[src/rtl/rf_wb_port_arbiter.sv]
// Register-file write-port arbiter: pipeline writeback has priority, MDU results
// queue in an in-order FIFO and drain into free slots, with a starvation-forced stall.
module rf_wb_port_arbiter #(
  parameter int DEPTH        = 4,
  parameter int STARVE_LIMIT = 8,
  parameter int XLEN         = 32
) (
  input  logic            i_clk,
  input  logic            i_reset,
  input  logic            i_wb_RegWrite,
  input  logic [4:0]      i_wb_Rd,
  input  logic [XLEN-1:0] i_wb_data,
  input  logic            i_mdu_valid,
  input  logic [4:0]      i_mdu_Rd,
  input  logic [XLEN-1:0] i_mdu_data,
  output logic            o_mdu_ready,
  output logic            o_rf_we,
  output logic [4:0]      o_rf_waddr,
  output logic [XLEN-1:0] o_rf_wdata,
  output logic            o_stall,
  output logic [31:0]     o_pending_mask
);

  localparam int PTR_W = (DEPTH > 1) ? $clog2(DEPTH) : 1;
  localparam int CNT_W = $clog2(DEPTH + 1);
  localparam int AGE_W = $clog2(STARVE_LIMIT + 1);

  typedef enum logic {IDLE, STALL} state_t;

  state_t           state;
  logic [PTR_W-1:0] rd_ptr, wr_ptr;
  logic [CNT_W-1:0] count;
  logic [AGE_W-1:0] age;
  logic [4:0]       rd_mem   [DEPTH];
  logic [XLEN-1:0]  data_mem [DEPTH];

  logic slot_free, acc, acc_nz, fifo_empty;
  logic deq, enq, bypass, rf_we_c;

  assign fifo_empty  = (count == '0);
  assign o_mdu_ready = (count < CNT_W'(DEPTH));
  assign acc         = i_mdu_valid & o_mdu_ready;
  assign acc_nz      = acc & (i_mdu_Rd != 5'd0);
  assign slot_free   = (state == STALL) | ~i_wb_RegWrite | (i_wb_Rd == 5'd0);
  assign enq         = acc_nz & ~bypass;
  assign o_stall     = (state == STALL);
  assign o_rf_we     = rf_we_c & ~i_reset;

  // Port select: pipeline first, then FIFO head, then direct bypass of the MDU input.
  always_comb begin
    // NOTE: every output of this block gets a default first so no path can infer a latch.
    rf_we_c    = 1'b0;
    o_rf_waddr = 5'd0;
    o_rf_wdata = '0;
    deq        = 1'b0;
    bypass     = 1'b0;
    if (!slot_free) begin
      rf_we_c    = 1'b1;
      o_rf_waddr = i_wb_Rd;
      o_rf_wdata = i_wb_data;
    end else if (!fifo_empty) begin
      rf_we_c    = 1'b1;
      o_rf_waddr = rd_mem[rd_ptr];
      o_rf_wdata = data_mem[rd_ptr];
      deq        = 1'b1;
    end else if (acc_nz) begin
      rf_we_c    = 1'b1;
      o_rf_waddr = i_mdu_Rd;
      o_rf_wdata = i_mdu_data;
      bypass     = 1'b1;
    end
  end

  // An entry is live when its distance from the read pointer is below count.
  always_comb begin
    logic [PTR_W-1:0] offset;
    o_pending_mask = '0;
    offset         = '0;
    for (int i = 0; i < DEPTH; i++) begin
      offset = PTR_W'(i) - rd_ptr;
      if ({1'b0, offset} < count) o_pending_mask[rd_mem[i]] = 1'b1;
    end
  end

  // NOTE: the storage array carries no reset; liveness is tracked by count and pointers alone.
  always_ff @(posedge i_clk) begin
    if (enq) begin
      rd_mem[wr_ptr]   <= i_mdu_Rd;
      data_mem[wr_ptr] <= i_mdu_data;
    end
  end

  // NOTE: sequential state uses non-blocking assignments so all flops update from pre-edge values.
  always_ff @(posedge i_clk or posedge i_reset) begin
    if (i_reset) begin
      state  <= IDLE;
      rd_ptr <= '0;
      wr_ptr <= '0;
      count  <= '0;
      age    <= '0;
    end else begin
      if (enq) wr_ptr <= wr_ptr + PTR_W'(1);
      if (deq) rd_ptr <= rd_ptr + PTR_W'(1);
      count <= count + CNT_W'(enq) - CNT_W'(deq);

      state <= IDLE;
      if (fifo_empty || deq) begin
        age <= '0;
      end else if (state == IDLE && (age + AGE_W'(1)) == AGE_W'(STARVE_LIMIT)) begin
        age   <= '0;
        state <= STALL;
      end else begin
        age <= age + AGE_W'(1);
      end
    end
  end

endmodule
[config.mk]
export PLATFORM = sky130hd
export DESIGN_NAME = rf_wb_port_arbiter
export DESIGN_NICKNAME = d
export VERILOG_FILES = /design/src/rtl/rf_wb_port_arbiter.sv
export SDC_FILE = /design/constraint.sdc
export NUM_CORES = 1
export LEC_CHECK = 0
export CORE_MARGIN = 3
export CORE_UTILIZATION = 53
export CTS_CLUSTER_SIZE = 40
export DETAILED_ROUTE_END_ITERATION = 10
export PLACE_DENSITY_LB_ADDON = 0.2
export SLEW_MARGIN = 20
export SYNTH_ARGS = -nofsm -noshare
export SYNTH_HDL_FRONTEND = slang
export SYNTH_SLANG_ARGS = --single-unit
export TNS_END_PERCENT = 1
[constraint.sdc]
create_clock -name i_clk -period 3.8 [get_ports i_clk]
set_clock_uncertainty 0.15 [all_clocks]
set_input_delay 0.57 -clock i_clk [delete_from_list [all_inputs] [get_ports i_clk]]
set_output_delay 0.57 -clock i_clk [all_outputs]
set_load 0.02 [all_outputs]
* Word level (Yosys, flattened, before mapping)
Memory sizes are Yosys's and may differ from the RTL's.
Cells that the tools add are included.
** Storage, ports and cells
- Register bits after elaboration :: 12
- Bits in writable memories :: 148
- Word-level logic and storage cells :: 83
- Memories :: 2
** Cells by class
- Add/sub/neg operators :: 9
- Magnitude comparators :: 13
- Equality and inequality tests :: 1
- Multiplexer cells :: 31
- Bitwise operators :: 13
- Reductions and logical operators :: 9
** Memory list
- data_mem :: depth 4, bits a word 32, rd ports 1, clocked after Yosys merged registers in 0, wr ports 1, line 35 : logic [XLEN-1:0] data_mem [DEPTH];
- rd_mem :: depth 4, bits a word 5, rd ports 5, clocked after Yosys merged registers in 0, wr ports 1, line 34 : logic [4:0] rd_mem [DEPTH];
** Operator list (number)
- 2-to-1 mux 32 bit :: 7
- bitwise OR 32 bit :: 3
- < comparator 5 x 6 -> 1 bit (second input constant) :: 4
- demux 1 bit (select 5 bit) :: 4
- greater-or-equal comparator 5 x 1 -> 1 bit (second input constant) :: 4
- 2-to-1 mux 1 bit :: 15
- 2-to-1 mux 5 bit :: 3
- < comparator 2 x 3 -> 1 bit :: 4
- 2-to-1 mux 4 bit :: 2
- logical AND 1 bit :: 5
- zero test 5 bit :: 1
- nonzero test 5 bit :: 1
- adder 2 x 1 -> 2 bit (second input constant) :: 2
- adder 4 x 1 -> 4 bit (second input constant) :: 1
- AND 1 bit :: 4
- == test 4 bit (second input constant) :: 1
- NOT 1 bit :: 4
- subtractor 1 x 2 -> 2 bit (first input constant) :: 2
- subtractor 2 bit (first input constant) :: 2
- adder 3 x 1 -> 3 bit :: 1
- zero test 3 bit :: 1
- < comparator 3 bit (second input constant) :: 1
- subtractor 3 x 1 -> 3 bit :: 1
- bitwise OR 1 bit :: 2
- logical OR 1 bit :: 1

* Longest topological paths before layout
- Depth in word-level cells :: 11
- Gate-level depth with buffers :: 11

* Worst setup path before layout
Ideal clock, no wire load.
- Path type :: register to output
- Start :: register rd_ptr[1]
- End :: output o_pending_mask[22]
- Data arrival time :: 2315 ps
- Slack :: 765 ps
- Stages on the path, launching flop included :: 8
- Buffers on the path :: 1
- Cell sequence :: dfrtp_1 buf_1 xnor2_1 ha_1 nor2b_1 a211o_1 nor3b_1 a221o_1
** On the way
- Word-level cells in the longest chain between the ends :: 9
- Elaborated cells on any way between the ends :: 15
- Classes of those cells :: add/sub: 4; order compare: 4; mux: 4; bitwise: 3
** Ends and longest elaborated chain
- start: declaration :: line 31 : logic [PTR_W-1:0] rd_ptr, wr_ptr;
- start signal: assignment :: line 103 : if (deq) rd_ptr <= rd_ptr + PTR_W'(1);
- subtractor 1 x 2 -> 2 bit :: line 80 : offset = PTR_W'(i) - rd_ptr;
- < comparator 2 x 3 -> 1 bit :: line 81 : if ({1'b0, offset} < count) o_pending_mask[rd_mem[i]] = 1'b1;
- 2-to-1 mux 32 bit :: line 81
- bitwise OR 32 bit (no line)
- 2-to-1 mux 32 bit :: line 81
- bitwise OR 32 bit (no line)
- 2-to-1 mux 32 bit :: line 81
- bitwise OR 32 bit (no line)
- 2-to-1 mux 32 bit * :: line 81
- end: declaration :: line 21 : output logic [31:0] o_pending_mask
Mark *: on every way between the ends. The rest lies on a longest branch, timed or not.

* Final worst setup path
- Start :: register rd_ptr[1]
- End :: output o_pending_mask[19]
Same word-level chain as after synthesis.

==> reports/summary.txt <==
status: finished, violations left
failing checks: setup timing
post-route ant nets: 0
synthesized area: 8020 um^2
fin crit share: 101.2%
power density over cell area: 670.4 nW/um^2
final core occ: 71.98%
YS warnings: 0
number of max-cap violations: 0
r2r setup slk: 0.86 ns
post-CTS setup buffer count: 0
core area: 14640 um^2
# clock sinks: 160
chip width: 129.0 um
via-per-instance ratio: 6.603
nets@finish: 783
CTS Buf Count: 17
largest net degree at the start of global routing: 45
Buffers on Ports: 149
die area: 16640 um^2
Startpoint Class: flip-flop
HPWL Detailed: 14160 um
share of cells above drive strength 1: 18.44%
Initial Util: 54.77%
dominant synthesized flop cell: edfxtp_1
Total GRT Usage: 26.34%
Synth Register Bits: 160
final instance area: 10540 um^2
pre-CTS setup slack: 0.03787 ns
VDD IR max: 0.4278 mV
drt pass-1 iters: 5
routed len/inst: 24.02 um
crit path capture type: output pin
hold_ws: 0.3857 ns
count of flip-flops with a built-in enable after synthesis: 148
first-pass GRT wire length: 33060 um
register area: 4748 um^2
Syn Nets: 624
vias in the first global route: 5817
Achievable Freq: 260.0 MHz
total routed wirelength: 21360 um
DP Area: 9841 um^2
Post-Synthesis Cells: 533
Multi-input gate area: 3080 um^2
mean post-synth cell area: 15.05 um^2
CTS root buf: clkbuf_16
filler instances: 947
total gr overflow: 0
CTS tree: yes
WS Path Type: reg2out
sequential area share after synthesis: 59.16%
crit path max fanout: 8
antenna diode instance count: 0
minimum clock period: 3.847 ns
RSZ-0062 raised after global routing: yes
# DRC: 0
clk_lat worst skew: 0.42 ns
quantity of gates resized following cts: 15
Min-Delay Path Class: in2async
antenna violations before repair: 0
Setup TNS Final: -0.1572 ns
Least-Margin Pin Slew: 1.045 ns
Layout area overhead: 31.42%
clock slew at reported path FFs: 0.07 ns
Final setup viols: 7
max-slew violations: 0
async set or reset register ratio after synthesis: 7.500%
setup slack after layout: -0.04676 ns
initial drt markers: 567
Hold-fix buffers, CTS: 0
H-tree levels: 4
Worst slew margin: 30.34%
vias after detailed routing: 5870
Netlist cell types: 54
I/O pins: 150
Rows: 44
chip height: 129.0 um
Clock Path Buffers: 2
final hold violations: 0
CP required: 3.08 ns
Static Leak: 4.003 nW
arrival time worst endpoint: 3.13 ns
gp weighted congestion: 0.9636
[cell usage in the layout, fill, tap and decap left out, drive strengths merged, types with 3 or more instances in the layout]
| cell | synthesis | layout |
|---|---|---|
| nand3 | 5 | 5 |
| o221ai | 15 | 15 |
| o22ai | 16 | 16 |
| nand3b | 4 | 4 |
| xnor2 | 7 | 7 |
| and2 | 10 | 10 |
| o2111ai | 7 | 7 |
| dlygate4sd2 | 0 | 9 |
| mux4 | 37 | 37 |
| edfxtp | 148 | 148 |
| inv | 16 | 22 |
| or2 | 3 | 3 |
| clkbuf | 19 | 18 |
| ha | 12 | 12 |
| buf | 18 | 28 |
| a31oi | 4 | 4 |
| or4 | 4 | 4 |
| and3 | 34 | 34 |
| dfrtp | 12 | 12 |
| nor3 | 4 | 4 |
| a2111oi | 9 | 9 |
| a22oi | 12 | 12 |
| or3 | 3 | 3 |
| nand2 | 9 | 9 |
| dlymetal6s2s | 0 | 28 |
| clkinvlp | 0 | 3 |
| nand2b | 14 | 14 |
| nor2b | 18 | 18 |
| a221o | 48 | 48 |
| a211o | 4 | 4 |
| clkdlybuf4s50 | 0 | 112 |
| nor2 | 15 | 15 |
| a21oi | 4 | 4 |
| clkinv | 0 | 3 |
| o2111a | 3 | 3 |
[registers in the layout, indices dropped and copies added, names as in the netlist]
signal    cells
age           4
count         3
data_mem    128
o_stall       1
rd_mem       20
rd_ptr        2
wr_ptr        2
[report_power, final]
group / internal (W) / switching, W
clock network: 0.000992 / 0.000721
logic: 0.00138 / 0.00158
registers: 0.00222 / 0.000170
[cell usage after synthesis, types with 4 or more instances]
cell / count / area, um^2
nand2_1: 8 / 30.03
buf_1: 5 / 18.77
nor2_1: 14 / 52.55
nand3_1: 5 / 25.02
buf_2: 9 / 45.04
o22ai_1: 16 / 100.1
nor2b_1: 18 / 112.6
and2_1: 10 / 62.56
xnor2_1: 7 / 61.31
nand2b_1: 14 / 87.58
clkbuf_1: 19 / 71.32
o221ai_1: 15 / 131.4
a31oi_1: 4 / 25.02
dfrtp_1: 12 / 300.3
ha_1: 12 / 150.1
nand3b_1: 4 / 30.03
and3_1: 34 / 212.7
a22oi_1: 12 / 90.09
a21oi_1: 4 / 20.02
o2111ai_1: 7 / 61.31
edfxtp_1: 148 / 4444
mux4_2: 37 / 833.3
a211o_1: 4 / 35.03
inv_1: 16 / 60.06
a221o_1: 48 / 480.5
a2111oi_2: 7 / 105.1
[metal layers]
metal | wire, um | track usage [%] | vias up | share of wire, %
met5 | 0 | 0 | - | 0
met4 | 454 | 8.956 | 0 | 2.1
met3 | 1780 | 5.853 | 39 | 8.3
met2 | 10080 | 40.73 | 314 | 47
met1 | 9039 | 37.51 | 2947 | 42
li1 | - | - | 2570 | -
[cell type report]
type | count | share of cell area, %
multi-input cells | 320 | 29.23
flip-flops and latches | 160 | 45.05
clock buffers | 18 | 4.072
repair buffers | 177 | 17.25
clock inverters | 14 | 1.650
inverters | 16 | 0.5698
well taps | 184 | 2.184
[worst paths after layout]
path	from	endpoint	cells after the start
worst max-delay path	rd_ptr[1]	o_pending_mask[19]	8
worst min-delay path	i_reset	o_stall	2
worst max register to register	count[2]	count[2]	10
worst min register to register	age[3]	age[0]	1
max in group asynchronous	i_reset	rd_ptr[1]	2
min in group i_clk	age[3]	age[0]	1
[worst max-delay path, stage by stage (launching register included)]
cell	delay [ns]
dfrtp_2	0.45
xnor2_2	0.22
inv_1	0.07
ha_1	0.27
nand2b_1	0.16
o2111ai_1	0.53
o22ai_1	0.18
a211o_1	0.30
clkdlybuf4s50_1	0.53
[cells by family after synthesis]
family | after synthesis | synth area share, %
buffers and inverters | 53 | 2.949
AO/OA/AOI/OAI | 132 | 14.73
flip-flops | 160 | 59.16
XOR/XNOR | 8 | 0.8737
AND/OR/NAND/NOR | 129 | 9.641
adder cells (fa/ha/maj) | 13 | 2.122
multiplexers | 38 | 10.53
[through the flow]
step / instances / total power, W
6_report: 889 / 0.007066
4_1_cts: 889 / 0.007121
5_1_grt: 889 / 0.007411
2_1_floorplan: 533 / 0.004290
3_5_place_dp: 857 / 0.005363
3_3_place_gp: 857 / 0.005304
No activity file was read; power rests on OpenSTA's default activity.
